[config.mk]
export PLATFORM = sky130hd
export DESIGN_NAME = time_entry
export DESIGN_NICKNAME = d
export VERILOG_FILES = /design/src/rtl/egg_timer_pkg.sv /design/src/rtl/press_repeat.sv /design/src/rtl/time_entry.sv
export SDC_FILE = /design/constraint.sdc
export NUM_CORES = 1
export LEC_CHECK = 0
export CORE_UTILIZATION = 45
export DETAILED_ROUTE_END_ITERATION = 12
export GPL_ROUTABILITY_DRIVEN = 1
export PLACE_DENSITY = 0.72
export SYNTH_ARGS = -nofsm -noshare
export SYNTH_HDL_FRONTEND = slang
export SYNTH_SLANG_ARGS = --single-unit
[constraint.sdc]
create_clock -name clk -period 3.55 [get_ports clk]
set_input_delay 0.355 -clock clk [delete_from_list [all_inputs] [get_ports clk]]
set_output_delay 0.355 -clock clk [all_outputs]
set_load 0.01 [all_outputs]
[src/rtl/egg_timer_pkg.sv]
// Shared definitions for the egg timer front end.
//   SECS_PER_MIN : increment applied by one MIN button step
//   COUNT_W      : width of the seconds preset
//   MAX_SECS     : default saturation ceiling (59:59)
//   rep_state_t  : per-button auto-repeat state encoding
package egg_timer_pkg;

  localparam int SECS_PER_MIN = 60;
  localparam int COUNT_W      = 12;
  localparam int MAX_SECS     = 3599;

  typedef enum logic [1:0] {
    ST_IDLE   = 2'd0,
    ST_DELAY  = 2'd1,
    ST_REPEAT = 2'd2
  } rep_state_t;

endpackage

[src/rtl/press_repeat.sv]
// Edge-detect plus auto-repeat for one debounced button.
// A fresh press issues a request at once. Holding the button issues another
// request after DELAY_CYC cycles, then one every RATE_CYC cycles.
//   clk   : system clock
//   rst   : synchronous reset, active low
//   en    : configuration enable; low forces the FSM idle
//   level : debounced button level
//   req   : increment request, valid in the same cycle as the press/tick
module press_repeat
  import egg_timer_pkg::*;
#(
  parameter int DELAY_CYC = 2_500_000,
  parameter int RATE_CYC  = 500_000
) (
  input  logic clk,
  input  logic rst,
  input  logic en,
  input  logic level,
  output logic req
);

  localparam int MAX_CYC = (DELAY_CYC > RATE_CYC) ? DELAY_CYC : RATE_CYC;
  localparam int TIMER_W = (MAX_CYC > 1) ? $clog2(MAX_CYC) : 1;

  rep_state_t         state_reg;
  logic               prev_reg;
  logic [TIMER_W-1:0] timer_reg;

  logic active;
  logic press;
  logic tick;

  // Holding a button while en rises leaves prev_reg high, so no press is
  // seen until the button is released and pressed again.
  assign active = en && level;
  assign press  = active && !prev_reg && (state_reg == ST_IDLE);
  assign tick   = active && (state_reg != ST_IDLE) && (timer_reg == '0);
  assign req    = press || tick;

  always_ff @(posedge clk) begin
    if (!rst) begin
      state_reg <= ST_IDLE;
      prev_reg  <= 1'b0;
      timer_reg <= '0;
    end else begin
      prev_reg <= level;
      if (!active) begin
        state_reg <= ST_IDLE;
      end else begin
        case (state_reg)
          ST_IDLE: begin
            if (!prev_reg) begin
              state_reg <= ST_DELAY;
              timer_reg <= TIMER_W'(DELAY_CYC - 1);
            end
          end
          ST_DELAY: begin
            if (timer_reg == '0) begin
              state_reg <= ST_REPEAT;
              timer_reg <= TIMER_W'(RATE_CYC - 1);
            end else begin
              timer_reg <= timer_reg - 1'b1;
            end
          end
          ST_REPEAT: begin
            if (timer_reg == '0) begin
              timer_reg <= TIMER_W'(RATE_CYC - 1);
            end else begin
              timer_reg <= timer_reg - 1'b1;
            end
          end
          default: state_reg <= ST_IDLE;
        endcase
      end
    end
  end

endmodule

[src/rtl/time_entry.sv]
// Turns MIN/SEC button levels into the seconds preset for the countdown timer.
//   clk      : system clock (clk_5MHz)
//   rst      : synchronous reset, active low
//   cfg_en   : 1 = cook_time configuration mode
//   clear    : synchronous clear of the preset (works regardless of cfg_en)
//   mins_btn : debounced MIN button level
//   secs_btn : debounced SEC button level
//   count    : current preset in binary seconds
//   step     : one-cycle pulse whenever a button changed count
//   at_max   : count equals MAX_SECS
module time_entry #(
  parameter int COUNT_W   = egg_timer_pkg::COUNT_W,
  parameter int MAX_SECS  = egg_timer_pkg::MAX_SECS,
  parameter int DELAY_CYC = 2_500_000,
  parameter int RATE_CYC  = 500_000
) (
  input  logic               clk,
  input  logic               rst,
  input  logic               cfg_en,
  input  logic               clear,
  input  logic               mins_btn,
  input  logic               secs_btn,
  output logic [COUNT_W-1:0] count,
  output logic               step,
  output logic               at_max
);

  import egg_timer_pkg::*;

  localparam logic [COUNT_W-1:0] MAX_VAL = COUNT_W'(MAX_SECS);

  logic mins_req;
  logic secs_req;

  logic [COUNT_W-1:0] count_reg;
  logic               step_reg;
  logic [COUNT_W:0]   inc;
  logic [COUNT_W:0]   sum;

  press_repeat #(.DELAY_CYC(DELAY_CYC), .RATE_CYC(RATE_CYC)) u_mins (
    .clk   (clk),
    .rst   (rst),
    .en    (cfg_en),
    .level (mins_btn),
    .req   (mins_req)
  );

  press_repeat #(.DELAY_CYC(DELAY_CYC), .RATE_CYC(RATE_CYC)) u_secs (
    .clk   (clk),
    .rst   (rst),
    .en    (cfg_en),
    .level (secs_btn),
    .req   (secs_req)
  );

  // A simultaneous secs request is simply dropped in favour of minutes.
  assign inc = mins_req ? (COUNT_W + 1)'(SECS_PER_MIN) : (COUNT_W + 1)'(1);
  assign sum = {1'b0, count_reg} + inc;

  always_ff @(posedge clk) begin
    if (!rst) begin
      count_reg <= '0;
      step_reg  <= 1'b0;
    end else if (clear) begin
      count_reg <= '0;
      step_reg  <= 1'b0;
    end else if ((mins_req || secs_req) && (count_reg != MAX_VAL)) begin
      count_reg <= (sum > {1'b0, MAX_VAL}) ? MAX_VAL : sum[COUNT_W-1:0];
      step_reg  <= 1'b1;
    end else begin
      step_reg  <= 1'b0;
    end
  end

  assign count  = count_reg;
  assign step   = step_reg;
  assign at_max = (count_reg == MAX_VAL);

endmodule
==> results.md, run 1 <==
- Total grt overflow: 0
- Number of synthesized register bits: 63
- Number of maximum-capacitance constraint violations: 0
- Clock period minus final worst setup slack: 3350 ps
- Setup CP Type: flip-flop to flip-flop
- Met1 Use GR: between 20 and 30%
- Wire length of the first global-routing pass: approximately 16000 um
- Avg WL per Cell: 15.0 um
- RePlAce Congestion: roughly 1.0
- Result of the run: finished, final reports clean
- Number of standard cells after synthesis: approximately 470
- Die area: ~8700 sq um
- Remaining design rule violation count: 0
- Number of enable-type register cells in the synthesized netlist: 0
- Die Height: slightly above 90 um
- Non-filler instance count after layout: 600
- Clock share of power: about 36%
- Most used flip-flop cell after synthesis: sky130_fd_sc_hd__dfxtp_1
- 1st-iter DRT viols: roughly 170
- Setup violators final: 0
- Final setup slack of the worst path: approximately 200 ps
- Post-DP HPWL: roughly 6400 um
- Share of post-route cells with drive strength above 1: between 10% and 20%
- Pre-CTS setup slack: -73.4 ps
- Actual transition at the worst max-transition pin: 633 ps
- Critical Path Source Type: flip-flop
- Footprint of the multi-input gates: between 2000 and 2500 sq um
- Final WL: roughly 9000 um
- H-tree Lvls: 3
- Compound-gate portion of the synthesized area: approximately 23%
- Fraction of the yosys area taken by sequential cells: 33.6%
- Clk_lat worst skew: 340 ps
- Number of nets in the synthesized netlist: approximately 490
- Period Utilization, post-route: 94.2%
- Maximum vdd ir drop: 287 uV
- GR met3 Demand/Resource: around 5.7%
- Core outline area: 7890 sq um
- Starting density of the core: between 40% and 50%
- Clock Skew: between 8 and 9 ps
- Share of power burned in registers: between 40% and 50%
- Mean post-synth cell area: slightly above 8 sq um
- Largest buffer count on any clock path: 2
- Antenna violations before repair: 0
- Number of clock sinks: 63
- Proportion of total power due to net switching: between 30% and 40%
- Largest fanout of any net on the critical path: 7
- Largest net degree at the start of global routing: 28
- Antenna Cells: 0
- XOR/XNOR Fraction of Synth Area: about 5.4%
- Largest cells by area after synthesis: sky130_fd_sc_hd__dfxtp_1 (34%), sky130_fd_sc_hd__ha_1 (5.3%), sky130_fd_sc_hd__nor2_1 (4.9%), sky130_fd_sc_hd__a21oi_1 (4.3%), sky130_fd_sc_hd__nand2_1 (3.8%)
- Count of port buffers added during placement: 19
- Post-placement cell count: just under 600
- Number of global-route vias before repair: approximately 3.5k
- Distinct cell type count of the synthesized netlist: 64
- Comb power frac: roughly a fifth
- Type of element capturing the critical path: flip-flop
- Max Slew Vio Count: 0
- Type of the worst min-delay path: flip-flop to flip-flop
- Internal Power: approximately 1.2 mW
- Top-area cell type share of the netlist area: between 30% and 40%
- Site row count: 32
- Register Area: around 1300 sq um
- Number of buffers inserted for hold repair after clock tree synthesis: 0
- Adder and majority gate portion of the synthesized area: between 5 and 6%
- Number of nets with antenna violations after routing: 0
- Final hold violation count: 0
- Fill cell count: a little over 700
- Clock tree from TritonCTS: done
- Post-synthesis async set-or-reset flop share: 0%
- Combinational family with the most area after synthesis: simple AND/OR/NAND/NOR gates
- Share of cell area taken by muxes after synthesis: less than 1%
- Required time of the worst setup path: 3780 ps
- Length of the first detailed-routing pass in iterations: 5
- Syn Std Cell Area: between 3000 and 4000 sq um
- Total via count after detailed routing: 3649
- Synth top cells by count: sky130_fd_sc_hd__dfxtp_1 (63), sky130_fd_sc_hd__nor2_1 (49), sky130_fd_sc_hd__nand2_1 (38), sky130_fd_sc_hd__a21oi_1 (32), sky130_fd_sc_hd__o21ai_0 (28)
- Final-stage net count: slightly above 500
- Switching power: roughly 0.56 mW
- Most common cell in the netlist: sky130_fd_sc_hd__dfxtp_1
- GRT Total Usage: between 20 and 25%
- Met2 track demand over resource: a little over a third
- Synthesis warning total: 0
- Leakage power summed over all cells: 1.61 nW
- Worst relative slew slack: 57.4%
- F_max: roughly 300 MHz
- Number of clock buffers inserted by TritonCTS: 9
- Global routing's busiest layer: met2
- Basic-gate share of the synthesized area counting and, or, nand and nor cells: 29.2%
- Vias per cell: 6.08
- Horiz. Die Dim: approximately 93 um
- Clock-pin slew on the worst setup and hold paths: roughly 80 ps
- Clock root cell: sky130_fd_sc_hd__clkbuf_8
- Area growth from synthesis to layout: 15.5%
- Arrival @ worst endpoint: about 3600 ps
- Library cell with the largest summed area after synthesis: sky130_fd_sc_hd__dfxtp_1
- I/O pins: 20
- Power density relative to cell area: 416 nW/um^2
area by class of cell:
cell class | count | area share (%)
clock buffers | 10 | 3.17
clock inverters | 6 | 1.62
inverters | 18 | 1.56
multi-input cells | 372 | 55.4
flip-flops and latches | 63 | 29.1
well taps | 102 | 2.94
repair buffers | 29 | 6.12
critical path, cell delays in order (launching register included):
cell,delay [ps]
sky130_fd_sc_hd__dfxtp_2,370
sky130_fd_sc_hd__inv_1,60
sky130_fd_sc_hd__ha_1,200
sky130_fd_sc_hd__nor4b_1,140
sky130_fd_sc_hd__buf_4,140
sky130_fd_sc_hd__nand4_1,80
sky130_fd_sc_hd__o21bai_1,80
sky130_fd_sc_hd__buf_4,170
sky130_fd_sc_hd__inv_1,60
sky130_fd_sc_hd__ha_1,190
sky130_fd_sc_hd__ha_1,220
sky130_fd_sc_hd__nand3_2,130
sky130_fd_sc_hd__a221oi_1,260
sky130_fd_sc_hd__a31oi_1,70
sky130_fd_sc_hd__a311oi_1,340
sky130_fd_sc_hd__o2111a_2,300
sky130_fd_sc_hd__nor2_2,70
sky130_fd_sc_hd__o311a_1,340
cell usage in the layout, fill, tap and decap left out, types with 7 or more instances in the layout:
cell | Yosys | final
sky130_fd_sc_hd__dfxtp_1 | 63 | 61
sky130_fd_sc_hd__nor2_1 | 49 | 48
sky130_fd_sc_hd__nand2_1 | 38 | 38
sky130_fd_sc_hd__a21oi_1 | 32 | 30
sky130_fd_sc_hd__o21ai_0 | 28 | 27
sky130_fd_sc_hd__nor3_1 | 19 | 19
sky130_fd_sc_hd__nand3_1 | 20 | 19
sky130_fd_sc_hd__clkdlybuf4s50_1 | 0 | 19
sky130_fd_sc_hd__inv_1 | 18 | 18
sky130_fd_sc_hd__a21boi_0 | 17 | 17
sky130_fd_sc_hd__xnor2_1 | 15 | 15
sky130_fd_sc_hd__ha_1 | 16 | 15
sky130_fd_sc_hd__nor4_1 | 13 | 12
sky130_fd_sc_hd__clkbuf_8 | 0 | 10
sky130_fd_sc_hd__buf_4 | 0 | 10
sky130_fd_sc_hd__nand4_1 | 8 | 8
sky130_fd_sc_hd__or3_1 | 8 | 8
sky130_fd_sc_hd__xor2_1 | 8 | 8
sky130_fd_sc_hd__and2_1 | 7 | 7
per-stage QoR:
stage               hold WS [ps]  power [mW]  utilization (%)  TNS (ps)  area (sq um)
floorplan                    449        1.06                -         0          3750
global placement             469        1.15             51.8         0          4090
detailed placement           471        1.16             51.8      -232          4090
CTS                          482        1.81             54.4         0          4290
global route                 514        1.89             55.0     -5.46          4340
finish                       478        1.80             55.0         0          4340
logic make-up after synthesis:
| logic type | Yosys count |
|---|---|
| buffers and inverters | 30 |
| AO/OA/AOI/OAI | 125 |
| adder cells (fa/ha/maj) | 16 |
| flip-flops | 63 |
| XOR/XNOR | 23 |
| multiplexers | 2 |
| AND/OR/NAND/NOR | 206 |
power by group through the flow:
stage                     logic, mW  clock network (mW)  registers [mW]
after floorplan               0.263                   0           0.794
after CTS                     0.356               0.663           0.787
after global routing          0.407               0.689           0.795
final                         0.364               0.649           0.789
after detailed placement      0.353                   0           0.803
after global placement        0.345                   0           0.800
layer usage:
layer  vias to the layer above  share of wire, %
met4                         0               1.4
li1                       1779                 -
met1                      1734                47
met2                       122                45
met5                         -                 0
met3                        14               6.2
path summary, 6_finish.rpt:
path                                to  slack [ps]                  from  cells after the start
hold / removal    u_secs.timer_reg[21]         480  u_secs.timer_reg[21]                      2
setup / recovery              count[2]         200   u_mins.timer_reg[0]                     17
hold reg to reg   u_secs.timer_reg[21]         480  u_secs.timer_reg[21]                      2
setup reg to reg              count[2]         200   u_mins.timer_reg[0]                     17
repair_timing:
action | in CTS | in global routing
buffers inserted | 0 | 1
resized for setup | 0 | 12
endpoints found under the setup margin | 0 | 9
(Power assumes the default switching activity.)
==> run 2, diff against run 1 <==
--- a/config.mk
+++ b/config.mk
@@ -5,10 +5,10 @@
 export SDC_FILE = /design/constraint.sdc
 export NUM_CORES = 1
 export LEC_CHECK = 0
-export CORE_UTILIZATION = 45
+export CORE_UTILIZATION = 54
 export DETAILED_ROUTE_END_ITERATION = 12
 export GPL_ROUTABILITY_DRIVEN = 1
-export PLACE_DENSITY = 0.72
+export PLACE_DENSITY = 0.83
 export SYNTH_ARGS = -nofsm -noshare
 export SYNTH_HDL_FRONTEND = slang
 export SYNTH_SLANG_ARGS = --single-unit
==> run 2 against run 1 <==
Net effect: die area shrank 16%; routed wire length rose by 0.88%; final cell count decreased by 3.3%; register-to-register slack worse by 40 ps; utilization is 8.7 points higher; critical endpoint is now count[3].
==> results.md, run 2 (synthesis gave the netlist of run 1 again) <==
- Type of element capturing the critical path: flip-flop
- Core outline area: 6760 sq um (-14%)
- Count of port buffers added during placement: 19 (unchanged)
- Number of nets with antenna violations after routing: 0 (unchanged)
- Post-layout power: 1.79 mW (-0.92%)
- Die area: 7290 sq um (-16%)
- Cell chain of the critical path: inv_1, ha_1, nor4b_2, nand4_1, o21bai_1, buf_4, ha_1, a31o_2, a21oi_1, o21bai_1, xnor2_1, o2111a_2, nor2_1, o311a_1
- Largest net degree at the start of global routing: 33 (+18%)
- Clock-pin slew on the worst setup and hold paths: 70 ps (about the same)
- Number of global-route vias before repair: 3254 (-6.1%)
- Crit-path max cell delay: 350 ps (-20 ps)
- Maximum vdd ir drop: 239 uV (-17%)
- Length of the first detailed-routing pass in iterations: 5 (unchanged)
- Vias per cell: 6.24 (+2.6%)
- Global routing's busiest layer: met2
- Final setup slack of the worst path: 165 ps (-39.5 ps)
- Worst relative slew slack: 30.3% (-27 points)
- Pre-CTS setup slack: -13.0 ps (+60.3 ps)
- Number of maximum-capacitance constraint violations: 0 (unchanged)
- Post-placement cell count: 563 (-3.4%)
- Met1 Use GR: 34.9% (+6.4 points)
- Clock Skew: 5.21 ps (-3.46 ps)
- Most common library cell in the layout ignoring fill and taps: sky130_fd_sc_hd__dfxtp_1
- RePlAce Congestion: 0.946 (-5.1%)
- Actual transition at the worst max-transition pin: 1050 ps (+412 ps)
- Highest-count cells in the layout ignoring fill and taps: sky130_fd_sc_hd__dfxtp_1 (62), sky130_fd_sc_hd__nor2_1 (49), sky130_fd_sc_hd__nand2_1 (38)
- Beginning of the worst hold path: u_mins.timer_reg[10]
- Leakage power summed over all cells: 1.62 nW (+0.74%)
- H-tree Lvls: 3 (unchanged)
- Number of clock buffers inserted by TritonCTS: 9 (unchanged)
- Hold_ws: 485 ps (+7.55 ps)
- Share of post-route cells with drive strength above 1: 10.4% (-0.64 points)
- GR met3 Demand/Resource: 5.84% (+0.15 points)
- Type of the worst min-delay path: flip-flop to flip-flop
- Number of clock sinks: 63 (unchanged)
- F_max: 295 MHz (-1.2%)
- Clock period minus final worst setup slack: 3380 ps (+39.5 ps)
- Worst setup path startpoint: u_mins.timer_reg[0]
- Reg-to-reg setup timing slack: 170 ps (-40 ps)
- Result of the run: finished, final reports clean
- Layout Utilization: 63.7% (+8.7 points)
- Antenna violations before repair: 0 (unchanged)
- Number of buffers inserted for hold repair after clock tree synthesis: 0 (unchanged)
- I/O pins: 20 (unchanged)
- Area growth from synthesis to layout: 14.6%
- Non-filler instance count after layout: 580 (-3.3%)
- Final-layout setup total negative slack: 0 ps (unchanged)
- Setup violators final: 0 (unchanged)
- Period Utilization, post-route: 95.3% (+1.1 points)
- Critical R2R Launch: u_mins.timer_reg[0]
- Final-stage net count: 517 (+0.39%)
- Largest buffer count on any clock path: 2 (unchanged)
- Wire length of the first global-routing pass: 15000 um (-3.1%)
- 1st-iter DRT viols: 257 (+49%)
- Destination of the worst hold path: u_mins.timer_reg[10]
- Total grt overflow: 0 (unchanged)
- Avg WL per Cell: 15.7 um (+4.4%)
- Clock root cell: sky130_fd_sc_hd__clkbuf_8
- Arrival @ worst endpoint: 3630 ps (+50 ps)
- FF-to-FF path depth: 14 (-3)
- Met2 track demand over resource: 40.1% (+4.6 points)
- Largest fanout of any net on the critical path: 7 (unchanged)
- Clock tree from TritonCTS: done
- Post-DP HPWL: 6290 um (-1.1%)
- Terminus of the critical flop-to-flop path: count[3]
- Worst hold path cell count: 2 (unchanged)
- Starting density of the core: 55.6% (+8.0 points)
- Site row count: 30 (-6.3%)
- Finished layout cell area: 4300 sq um (-0.75%)
- Setup CP Type: flip-flop to flip-flop
- Max Slew Vio Count: 0 (unchanged)
- Critical Path Source Type: flip-flop
- Total via count after detailed routing: 3618 (-0.85%)
- GRT Total Usage: 25.9% (+3.7 points)
- Horiz. Die Dim: 85.4 um (-8.5%)
- Cell type of the slowest stage on the worst timing path: sky130_fd_sc_hd__dfxtp_1
- Remaining design rule violation count: 0 (unchanged)
- Antenna Cells: 0 (unchanged)
- Die Height: 85.4 um (-8.5%)
- Required time of the worst setup path: 3790 ps (about the same)
- Final WL: 9090 um (+0.88%)
- Power density relative to cell area: 415 nW/um^2 (-0.17%)
- Final hold violation count: 0 (unchanged)
- Placed cell area: 4070 sq um (-0.31%)
- Clk_lat worst skew: 350 ps (about the same)
-- run 2: cell count changes in the layout (fill, tap and decap cells not counted), moves of 2 or more --
cell                         delta
sky130_fd_sc_hd__clkinv_4       -2
sky130_fd_sc_hd__clkinvlp_4     -2
sky130_fd_sc_hd__buf_4          +2
sky130_fd_sc_hd__clkbuf_1       +3
-- run 2: timing repair --
action,in CTS,in global routing
buffers inserted,0,1
resized for setup,0,9
setup endpoints to repair,0,9
endpoints found under the hold margin,0,0
-- run 2: layout make-up --
type	instances	area (sq um)
fillers	576	2450
multi-input cells	372	2400
flip-flops and latches	63	1260
repair buffers	31	280
clock buffers	13	149
well taps	80	100
inverters	18	67.6
clock inverters	3	42.5
-- run 2: worst max-delay path: cells and delay by family (launching register included) --
family                   cells  cell delay [ps]
AO/OA/AOI/OAI                6             1490
XOR/XNOR                     1              230
adder cells (fa/ha/maj)      2              440
buffers and inverters        2              280
flip-flops                   1              350
AND/OR/NAND/NOR              3              480
-- run 2: power breakdown --
part	leakage, nW	internal (mW)	switching, mW
Clock	0.0936	0.343	0.289
Combinational	1.01	0.152	0.212
Sequential	0.514	0.745	0.0443
Total	1.62	1.24	0.546
-- run 2: metal layers --
metal  part of all wire (%)  routed length [um]
met2                     46                4140
met3                    6.1                 556
met4                    2.0                 186
met1                     46                4200
met5                      0                   0
-- run 2: worst max-delay path by stage --
stage | end | cells past startpoint
2_1_floorplan | count[2] | 12
3_3_place_gp | count[2] | 15
3_5_place_dp | count[3] | 15
4_1_cts | count[3] | 16
5_1_grt | count[3] | 16
6_report | count[3] | 14
==> run 3, diff against run 2 <==
--- a/config.mk
+++ b/config.mk
@@ -5,10 +5,12 @@
 export SDC_FILE = /design/constraint.sdc
 export NUM_CORES = 1
 export LEC_CHECK = 0
-export CORE_UTILIZATION = 54
+export CAP_MARGIN = 10
+export CORE_UTILIZATION = 55
 export DETAILED_ROUTE_END_ITERATION = 12
 export GPL_ROUTABILITY_DRIVEN = 1
-export PLACE_DENSITY = 0.83
+export PLACE_DENSITY = 0.84
 export SYNTH_ARGS = -nofsm -noshare
 export SYNTH_HDL_FRONTEND = slang
+export SYNTH_HIERARCHICAL = 1
 export SYNTH_SLANG_ARGS = --single-unit
==> run 3 against run 2 <==
Net effect: the flow now finishes with violations (negative setup slack); non-clock buffer count up 30; fmax down 7.5%; routed wire length increased by 31%; global-route usage is 4.1 points higher; total power up 8.8%; combinational power is 46% higher; sequential power barely moved; cell area rose by 18%; area after synthesis rose by 9.4%; clock skew up 5.3 ps.
==> results.md, run 3 <==
- Register Area: 1260 sq um (about the same)
- Number of buffers inserted for hold repair after clock tree synthesis: 0 (unchanged)
- Library cell with the largest summed area after synthesis: sky130_fd_sc_hd__dfxtp_1
- Number of enable-type register cells in the synthesized netlist: 0 (unchanged)
- Number of standard cells after synthesis: 507 (+9.0%)
- Setup violators final: 8 (+8)
- Number of nets with antenna violations after routing: 0 (unchanged)
- Synthesis warning total: 6 (+6)
- Worst hold path cell count: 2 (unchanged)
- Actual transition at the worst max-transition pin: 932 ps (-114 ps)
- Type of element capturing the critical path: flip-flop
- Period Utilization, post-route: 103% (+7.7 points)
- Non-filler instance count after layout: 665 (+15%)
- Antenna Cells: 0 (unchanged)
- Setup CP Type: flip-flop to flip-flop
- Post-synthesis async set-or-reset flop share: 0% (unchanged)
- Number of clock sinks: 63 (unchanged)
- Top-area cell type share of the netlist area: 30.7% (-2.9 points)
- Beginning of the worst hold path: u_mins/timer_reg[16]
- Count of port buffers added during placement: 19 (unchanged)
- Type of the worst min-delay path: flip-flop to flip-flop
- Final setup slack of the worst path: -110 ps (-275 ps)
- Final hold violation count: 0 (unchanged)
- Most common library cell in the layout ignoring fill and taps: sky130_fd_sc_hd__dfxtp_1
- Unrepaired setup endpoints after global routing: yes
- Critical R2R Launch: u_mins/timer_reg[1]
- Final WL: 11900 um (+31%)
- Post-DP HPWL: 8020 um (+28%)
- Clk_lat worst skew: 350 ps (about the same)
- Crit-path max cell delay: 480 ps (+130 ps)
- Distinct cell type count of the synthesized netlist: 69 (+7.8%)
- 1st-iter DRT viols: 301 (+17%)
- Reg-to-reg setup timing slack: -110 ps (-280 ps)
- Clock period minus final worst setup slack: 3660 ps (+275 ps)
- Most common cell in the netlist: sky130_fd_sc_hd__dfxtp_1
- Largest cells by area after synthesis: sky130_fd_sc_hd__dfxtp_1 (31%), sky130_fd_sc_hd__a21oi_1 (5.0%), sky130_fd_sc_hd__ha_1 (4.3%), sky130_fd_sc_hd__nand2_1 (4.1%), sky130_fd_sc_hd__nand3_1 (3.8%)
- F_max: 273 MHz (-7.5%)
- GRT Total Usage: 30.0% (+4.1 points)
- Horiz. Die Dim: 88.4 um (+3.5%)
- Largest fanout of any net on the critical path: 5 (-2)
- Result of the run: finished, violations left
- Final-stage net count: 581 (+12%)
- Largest buffer count on any clock path: 2 (unchanged)
- Footprint of the multi-input gates: 2910 sq um (+21%)
- Delay-heaviest family, CP: compound AO/OA/AOI/OAI gates
- Mean post-synth cell area: 8.10 sq um (+0.31%)
- Syn Std Cell Area: 4110 sq um (+9.4%)
- RePlAce Congestion: 0.897 (-5.2%)
- Number of buffers and inverters on the critical path: 2 (unchanged)
- Length of the first detailed-routing pass in iterations: 5 (unchanged)
- Max Slew Vio Count: 0 (unchanged)
- Area growth from synthesis to layout: 23.8%
- Die area: 7810 sq um (+7.2%)
- Highest-count cells in the layout ignoring fill and taps: sky130_fd_sc_hd__dfxtp_1 (61), sky130_fd_sc_hd__nand2_1 (44), sky130_fd_sc_hd__buf_4 (40)
- Fraction of the yosys area taken by sequential cells: 30.7% (-2.9 points)
- Clock-pin slew on the worst setup and hold paths: 70 ps (about the same)
- Cell chain of the critical path: inv_2, ha_4, or4b_4, nor3_4, nand2_2, mux2_4, nor2_4, buf_4, ha_4, a31oi_2, o221ai_1, a22oi_2, o22ai_4, o2bb2a_4, o221a_2
- Cell type of the slowest stage on the worst timing path: sky130_fd_sc_hd__or4b_4
- Number of maximum-capacitance constraint violations: 0 (unchanged)
- Share of post-route cells with drive strength above 1: 23.0% (+13 points)
- Arrival @ worst endpoint: 3900 ps (+270 ps)
- Antenna violations before repair: 0 (unchanged)
- Wire length of the first global-routing pass: 18100 um (+21%)
- H-tree Lvls: 3 (unchanged)
- Largest net degree at the start of global routing: 19 (-42%)
- Post-placement cell count: 644 (+14%)
- Die Height: 88.4 um (+3.5%)
- Required time of the worst setup path: 3790 ps (about the same)
- Power density relative to cell area: 382 nW/um^2 (-7.8%)
- Terminus of the critical flop-to-flop path: count[3]
- Clock tree from TritonCTS: done
- Most used flip-flop cell after synthesis: sky130_fd_sc_hd__dfxtp_1
- Number of nets in the synthesized netlist: 527 (+8.2%)
- Clock root cell: sky130_fd_sc_hd__clkbuf_8
- Vias per cell: 6.57 (+5.4%)
- Core outline area: 7210 sq um (+6.8%)
- Placed cell area: 4750 sq um (+17%)
- Maximum vdd ir drop: 206 uV (-14%)
- Starting density of the core: 56.9% (+1.3 points)
- Total via count after detailed routing: 4372 (+21%)
- I/O pins: 20 (unchanged)
- FF-to-FF path depth: 15 (+1)
- Remaining design rule violation count: 0 (unchanged)
- Avg WL per Cell: 17.8 um (+14%)
- Number of clock buffers inserted by TritonCTS: 9 (unchanged)
- Cell mode on critical path: sky130_fd_sc_hd__ha_4
- Finished layout cell area: 5080 sq um (+18%)
- Number of synthesized register bits: 63 (unchanged)
- Synth top cells by count: sky130_fd_sc_hd__dfxtp_1 (63), sky130_fd_sc_hd__nand2_1 (45), sky130_fd_sc_hd__a21oi_1 (41), sky130_fd_sc_hd__nand3_1 (31), sky130_fd_sc_hd__nor2_1 (31)
- Site row count: 31 (+3.3%)
- Total grt overflow: 0 (unchanged)
- Path length in cells of the critical path: 15 (+1)
- Worst relative slew slack: 37.9% (+7.6 points)
- Clock Skew: 10.5 ps (+5.31 ps)
- Destination of the worst hold path: u_mins/timer_reg[16]
- Fill cell count: 565 (-1.9%)
- Number of global-route vias before repair: 3961 (+22%)
- Failing checks: negative setup slack
- Leakage power summed over all cells: 1.85 nW (+14%)
- Critical Path Source Type: flip-flop
-- run 3: tightest hold or removal path, delay by kind of cell (launching register included) --
family | cells | cell delay [ps]
DFF | 1 | 330
AOI/OAI and AO/OA | 1 | 60
and+or+nand+nor | 1 | 50
-- run 3: how the worst max path moves through the flow --
stage	to	from	slack (ps)
finish	count[3]	u_mins/timer_reg[1]	-110
global route	count[7]	u_mins/timer_reg[1]	-250
CTS	count[7]	u_mins/timer_reg[1]	4
detailed placement	count[7]	u_mins/timer_reg[1]	-140
global placement	count[7]	u_mins/timer_reg[1]	-30
floorplan	count[0]	u_mins/timer_reg[1]	-60
-- run 3: cells by family after synthesis --
kind of cell	share of synthesized area (%)
simple gates	34.3
compound gates	24.5
flops	30.7
buf+inv	3.84
fa+ha+maj	4.27
mux	1.58
xor+xnor	0.854
-- run 3: where the power goes --
group	total, mW	switching [mW]	internal (mW)
registers	0.788	0.0459	0.742
logic	0.531	0.299	0.232
clock network	0.624	0.284	0.340
-- run 3: repair_timing --
item / 4_1_cts / 5_1_grt
gates resized for setup: 2 / 15
pin swaps: 1 / 2
setup buffers: 1 / 4
setup endpoints to repair: 9 / 11
-- run 3: area by class of cell --
class / instances / area share [%]
clock buffer: 12 / 2.86
clock inverter: 4 / 0.886
inverter: 19 / 1.40
multi-input combinational: 407 / 57.3
sequential: 63 / 24.9
tap: 99 / 2.44
timing repair buffer: 61 / 10.3
-- run 3: through the flow --
step / hold slack [ps] / TNS (ps) / total power [mW] / utilization (%) / worst slack (ps)
after floorplan: 443 / -267 / 1.15 / - / -56.9
after detailed placement: 475 / -547 / 1.30 / 65.9 / -137
final: 480 / -586 / 1.94 / 70.4 / -110
after global routing: 494 / -2050 / 2.02 / 70.4 / -247
after global placement: 467 / -29.3 / 1.28 / 65.9 / -29.3
after CTS: 480 / 0 / 1.92 / 69.1 / 3.70
-- run 3: per-layer routing --
layer	global-route usage, %	vias to the layer above	share of wire, %
li1	-	2068	-
met1	37.2	2100	42
met2	50.0	170	50
met3	5.41	34	5.8
met4	15.2	0	2.9
met5	0	-	0
